`src/rtl/decoder_scan.sv`:
```
// decoder_scan: registered one-hot decoder with latched direct select and auto-scan mode.
// Defining DECODER_SCAN_BLANK_EN blanks the last BLANK_CYC clocks of every scan step.
module decoder_scan #(
   parameter int SEL_W      = 3,
   parameter int OUT_W      = 8,
   parameter int SCAN_DIV   = 50000,
   parameter int ACTIVE_LOW = 0,
   parameter int BLANK_CYC  = 16
) (
   input  logic             clk,
   input  logic             rst,
   input  logic             en,
   input  logic             mode,
   input  logic [SEL_W-1:0] sel,
   input  logic             sel_vld,
   output logic [OUT_W-1:0] out,
   output logic [SEL_W-1:0] cur_idx,
   output logic             step,
   output logic             err
);
   localparam int PW = $clog2(SCAN_DIV);
   localparam logic [OUT_W-1:0] INACT = (ACTIVE_LOW != 0) ? '1 : '0;
`ifdef DECODER_SCAN_BLANK_EN
   localparam bit BLANK_ON = 1'b1;
`else
   localparam bit BLANK_ON = 1'b0;
`endif
   typedef enum logic [1:0] {IDLE, DIRECT, SCAN} state_t;
   state_t state, state_n;
   logic [SEL_W-1:0] idx, idx_n;
   logic [PW-1:0] presc, presc_n;
   logic step_n, err_n, in_rng, tc, act;
   logic [OUT_W-1:0] out_n;
   assign in_rng  = {1'b0, sel} < (SEL_W+1)'(OUT_W);
   assign tc      = presc == PW'(SCAN_DIV-1);
   assign cur_idx = idx;
   always_comb begin
      state_n = state;
      idx_n   = idx;
      presc_n = presc;
      step_n  = 1'b0;
      err_n   = err;
      if (!en)
         state_n = IDLE;
      else if (mode) begin
         if (state != SCAN) begin
            state_n = SCAN;
            presc_n = '0;
         end else if (tc) begin
            presc_n = '0;
            idx_n   = (idx == SEL_W'(OUT_W-1)) ? '0 : idx + 1'b1;
            step_n  = 1'b1;
         end else
            presc_n = presc + 1'b1;
      end else begin
         // a strobe arriving with the scan-to-direct switch is honoured
         state_n = (state == IDLE && !(sel_vld && in_rng)) ? IDLE : DIRECT;
         idx_n   = (sel_vld && in_rng) ? sel : idx;
         err_n   = err | (sel_vld & ~in_rng);
      end
      act   = state_n != IDLE && !(state_n == SCAN && BLANK_ON && presc_n >= PW'(SCAN_DIV-BLANK_CYC));
      out_n = act ? ((OUT_W'(1) << idx_n) ^ INACT) : INACT;
   end
   always_ff @(posedge clk or posedge rst)
      if (rst) begin
         state <= IDLE;
         idx   <= '0;
         presc <= '0;
         out   <= INACT;
         step  <= 1'b0;
         err   <= 1'b0;
      end else begin
         state <= state_n;
         idx   <= idx_n;
         presc <= presc_n;
         out   <= out_n;
         step  <= step_n;
         err   <= err_n;
      end
endmodule
```
`config.mk`:
```
export PLATFORM = sky130hd
export DESIGN_NAME = decoder_scan
export DESIGN_NICKNAME = d
export VERILOG_FILES = /design/src/rtl/decoder_scan.sv
export SDC_FILE = /design/constraint.sdc
export NUM_CORES = 1
export LEC_CHECK = 0
export ABC_AREA = 1
export CAP_MARGIN = 20
export CORE_AREA = 2 2 70 72
export DETAILED_ROUTE_END_ITERATION = 8
export DIE_AREA = 0 0 72 74
export HOLD_SLACK_MARGIN = 0.06
export PLACE_DENSITY = 0.64
export SETUP_SLACK_MARGIN = 0.5
export SLEW_MARGIN = 20
export SYNTH_ARGS = -nofsm -noshare
export SYNTH_HDL_FRONTEND = slang
export SYNTH_SLANG_ARGS = --single-unit
```
`constraint.sdc`:
```
create_clock -name clk -period 1.6 [get_ports clk]
set_input_delay 0.24 -clock clk [delete_from_list [all_inputs] [get_ports clk]]
set_output_delay 0.24 -clock clk [all_outputs]
set_load 0.005 [all_outputs]
```
# --- After elaboration in Yosys (flattened, before gate mapping) ---
# Cells that the tools add are included.
op_classes:
  n_addsub: 2
  n_eq_ne: 3
  shift: 1
  n_mux: 17
  n_reduce_logical: 5
op_table:
  columns: ["op", "count"]
  rows:
  - ["$mux 16", 2]
  - ["$mux 3", 6]
  - ["$add 16x1->16 const B", 1]
  - ["$eq 16x16->1 const B", 1]
  - ["$mux 8", 1]
  - ["$shl 1x3->8 const A", 1]
  - ["$mux 2", 3]
  - ["$mux 1", 5]
  - ["$add 3x1->3 const B", 1]
  - ["$eq 3x3->1 const B", 1]
  - ["$logic_not 2->1", 1]
  - ["$ne 2x2->1 const B", 1]
  - ["$reduce_and 2->1", 1]
  - ["$reduce_bool 2->1", 1]
  - ["$logic_and 1x1->1", 1]
  - ["$logic_not 1->1", 1]
word_totals:
  register_bits: 30
  input_bits: 8
  out_inout_bits: 13
  wordCells: 33

# --- Logic depth before layout (Yosys ltp) ---
depth:
  depth_word: 8
  mapped_depth: 11
  mapped_depth_nobuf: 11

# --- Worst setup path before layout ---
# OpenSTA, ideal clock, no wires.
synth_timing:
  path_type: "reg-to-reg"
  from: "register presc[0]"
  to: "register presc[12]"
  setup_time_ns: 0.130
  arrival_time_ns: 1.321
  required_time_ns: 1.470
  slack_ns: 0.148
  path_stages_with_launch: 7
  n_path_buf: 0
  period_less_slack_ns: 1.452
  cell_sequence: "dfrtp_1 -> ha_1 -> nand3_2 -> nor3_1 -> nor2_1 -> nor2_2 -> nor3b_1"
synth_between:
  elab_chain_len: 3
  word_cells_on_any_way: 4
  classes_between: "1 x add/sub; 1 x eq/ne; 2 x mux"
synth_rtl:
  columns: ["item", "line_no", "source"]
  rows:
  - ["start, declared", "31", "logic [PW-1:0] presc, presc_n;"]
  - ["start signal, assigned", "75", "presc <= presc_n;"]
  - ["$add 16x1->16 / $eq 16x16->1 (equally long branches)", "54, 35", null]
  - ["$mux 16 (*)", "49", "end else if (tc) begin"]
  - ["$mux 16 (*)", "46", "if (state != SCAN) begin"]
# Every way passes the cells marked *; elsewhere a longest branch is shown, timed or not.
# A chain may end at the register's enable or synchronous reset.

# --- Worst setup path in the final report ---
layout_timing:
  from: "register presc[1]"
  to: "register out[0]"
layout_between:
  elab_chain_len: 7
layout_rtl:
  columns: ["item", "line_no", "source"]
  rows:
  - ["$eq 16x16->1", "35", "assign tc = presc == PW'(SCAN_DIV-1);"]
  - ["$mux 3", "49", null]
  - ["$mux 3", "46", null]
  - ["$mux 3", "45", "else if (mode) begin"]
  - ["$mux 3", "43", "if (!en)"]
  - ["$shl 1x3->8", "62", "out_n = act ? ((OUT_W'(1) << idx_n) ^ INACT) : INACT;"]
  - ["$mux 8", "62", null]
  - ["net out_n[0]", "33", "logic [OUT_W-1:0] out_n;"]
  - ["end signal, assigned", "76", "out <= out_n;"]
  - ["end, declared", "16", "output logic [OUT_W-1:0] out,"]
# The timed path passes the listed nets, and every way through them passes these cells.

==> metrics.txt <==
FMAX=0.6485 GHz; worst min-delay path class=in2async; Clock Skew=0.005491 ns; max cap viols=0; Critical Path Fanout Max=4; Layout Nets=266; I/O pin count=21; detailed placer's ending HPWL=2447 µm; Pwr Density=850.5 nW/µm²; cell count after synthesis=195; Synth area leader=dfrtp_1; Setup crit start=presc[1]; CTS sink count=30; Async SR Flop Fraction=100.0%; Synth Net Count=206; first-pass detailed-route iteration total=4; # fillers=411; clock latency at the later pin of the worst-skew pair=0.28 ns; Worst EP required=1.78 ns; Synth top area share=47.85%; via-per-instance ratio=4.742; Max Buffers Root-to-Sink=2; antenna cells=0; startpoint type of the worst setup path=flop; flops & latches, synth=30; peak supply drop=414.8 µV; dominant cells by area after synthesis=dfrtp_1 48%, nand2_1 8.9%, nor2_1 7.9%, inv_1 6.9%, nand3_1 2.9%; Avg Cell Area, Syn=8.046 µm²; worst setup path end=out[0]; via count=1470; initial antenna violation count=0; share of cells above drive strength 1=47.66%; area grow syn2layout=59.65%; CTS tree=yes; largest net degree at the start of global routing=31; GRT overflow=0; crit path kind=reg2reg; most common library cells after synthesis=37 x nand2_1, 33 x nor2_1, 30 x dfrtp_1, 29 x inv_1, 9 x nand3_1; Die ar.=5328 µm²; RR Startpoint=presc[1]; CTS buffer count=5; Final ANT Viol Nets=0; post-route minimum period=1.542 ns; setup TNS=0 ns; sequential area share after synthesis=47.85%; number of global-route vias before repair=1330; post-synth cell types=30; Hold-fix buffers, CTS=0; max-slew violations=0; Cell Rows=25; Starting DRT DRC Count=57; count leader, synth=nand2_1; Post-synth EDFFs=0; Die H=74 µm; Root Driver=clkbuf_8; unrepaired setup endpoints after global routing=yes; Setup violations, final=0; Syn Std Cell Area=1569 µm²; Ys Warns=0; Core Box Area=4598 µm²; first-pass GRT wire length=6168 µm; R2R setup slack=0.06 ns; Setup crit end kind=flop; Clk pin slew, worst setup/hold paths=0.07 ns; part of the cycle the worst path needs=96.37%; DRC Markers=0; Worst Path Arrival=1.72 ns; Hold Fails Final Rpt=0; outcome=finished clean; CTS H-tree lvls=2; initial core utilization=34.12%; die width=72 µm; WL/cell=12.52 µm; # port buffers=19; Post-Route WL=3881 µm; commonest register cell after synthesis=dfrtp_1; worst reg-to-reg path cell count=10; Reg2Reg Capture Point=out[0]; GP Congestion=0.8283; GR Util All Layers=15.26%; final core occ=54.48%; P_leak=1.183 nW
final cells by class:
class,count,area (µm²),share of cell area [%]
Timing Repair Buffer,55,464.2,18.53
Tap cell,54,67.56,2.697
Clock inverter,3,40.04,1.598
Multi-Input combinational cell,133,988.4,39.46
Inverter,30,123.9,4.945
Sequential cell,30,752.0,30.02
Clock buffer,5,68.82,2.747
how the worst min path moves through the flow:
stage	endpoint	slack, ns	startpoint	depth (start not counted)
2_1_floorplan	state[0]	0.32	mode	1
4_1_cts	out[3]	0.34	rst	3
6_report	out[3]	0.33	rst	3
5_1_grt	out[7]	0.38	rst	3
3_3_place_gp	presc[1]	0.51	presc[1]	2
3_5_place_dp	presc[1]	0.52	presc[1]	2
cells in the final DEF (no fill, tap or decap), types with 3 or more instances in the layout:
cell type,instances
nor2_1,18
clkdlybuf4s15_1,3
dfrtp_1,29
nor3_2,5
nor2_2,11
nand2_4,10
buf_4,27
inv_2,3
o21ai_0,4
nand2_1,25
nand4_1,6
buf_6,11
nor2_4,8
clkdlybuf4s50_1,6
nand2_2,6
nand3_4,4
a21oi_1,3
clkbuf_8,5
clkbuf_2,6
nand3_2,6
inv_1,24
sequential cells by signal (all words and copies together), names as in the netlist:
register / cells
presc: 16
out: 8
cur_idx: 3
state: 2
step: 1
worst max-delay path, cell delays in order, from the launching register on:
cell and delay [ns]:
dfrtp_1 0.41, ha_4 0.17, nand3_4 0.10, nor2_4 0.16, nand3_4 0.11, nand2_2 0.10
nand3_2 0.08, nand2_4 0.10, nand2_4 0.07, nand2_4 0.10, nor2_1 0.05
logic make-up (layout without fill, tap and decap cells):
group / Yosys count / in the layout / share of synthesized area, %
AO/OA/AOI/OAI: 18 / 18 / 7.097
XOR/XNOR: 2 / 2 / 1.117
adder cells (fa/ha/maj): 3 / 3 / 2.393
buffers and inverters: 32 / 93 / 8.133
flip-flops: 30 / 30 / 47.85
other: 1 / 1 / 0.2390
AND/OR/NAND/NOR: 109 / 109 / 33.17
metrics by stage:
stage / hold WS (ns) / power, mW / worst slack [ns] / instance area [µm²] / instances
floorplan: 0.3212 / 1.024 / 0.1899 / 1629 / 195
global placement: 0.5115 / 1.181 / -0.08858 / 1977 / 280
detailed placement: 0.5150 / 1.184 / -0.1209 / 1977 / 280
CTS: 0.3434 / 2.011 / 0.09954 / 2291 / 303
global route: 0.3839 / 2.232 / -0.04571 / 2505 / 310
finish: 0.3251 / 2.130 / 0.05805 / 2505 / 310
what timing repair did:
action / CTS / global route
setup buffers: 15 / 7
resized for setup: 56 / 55
pin swaps: 10 / 20
setup endpoints to repair: 40 / 36
where the power goes:
group | internal [mW] | leakage [nW] | total (mW) | switching, mW
registers | 0.803 | 0.405 | 0.838 | 0.0348
clock network | 0.457 | 0.0579 | 0.743 | 0.285
logic | 0.276 | 0.720 | 0.550 | 0.274
metal layers:
layer / GRT usage [%] / part of all wire [%] / up-vias
li1: - / - / 741
met5: 0 / 0 / -
met4: 6.289 / 2.4 / 0
met2: 25.72 / 52 / 19
met1: 18.97 / 42 / 701
met3: 3.659 / 2.6 / 9
Power figures use the tool's default switching activity.
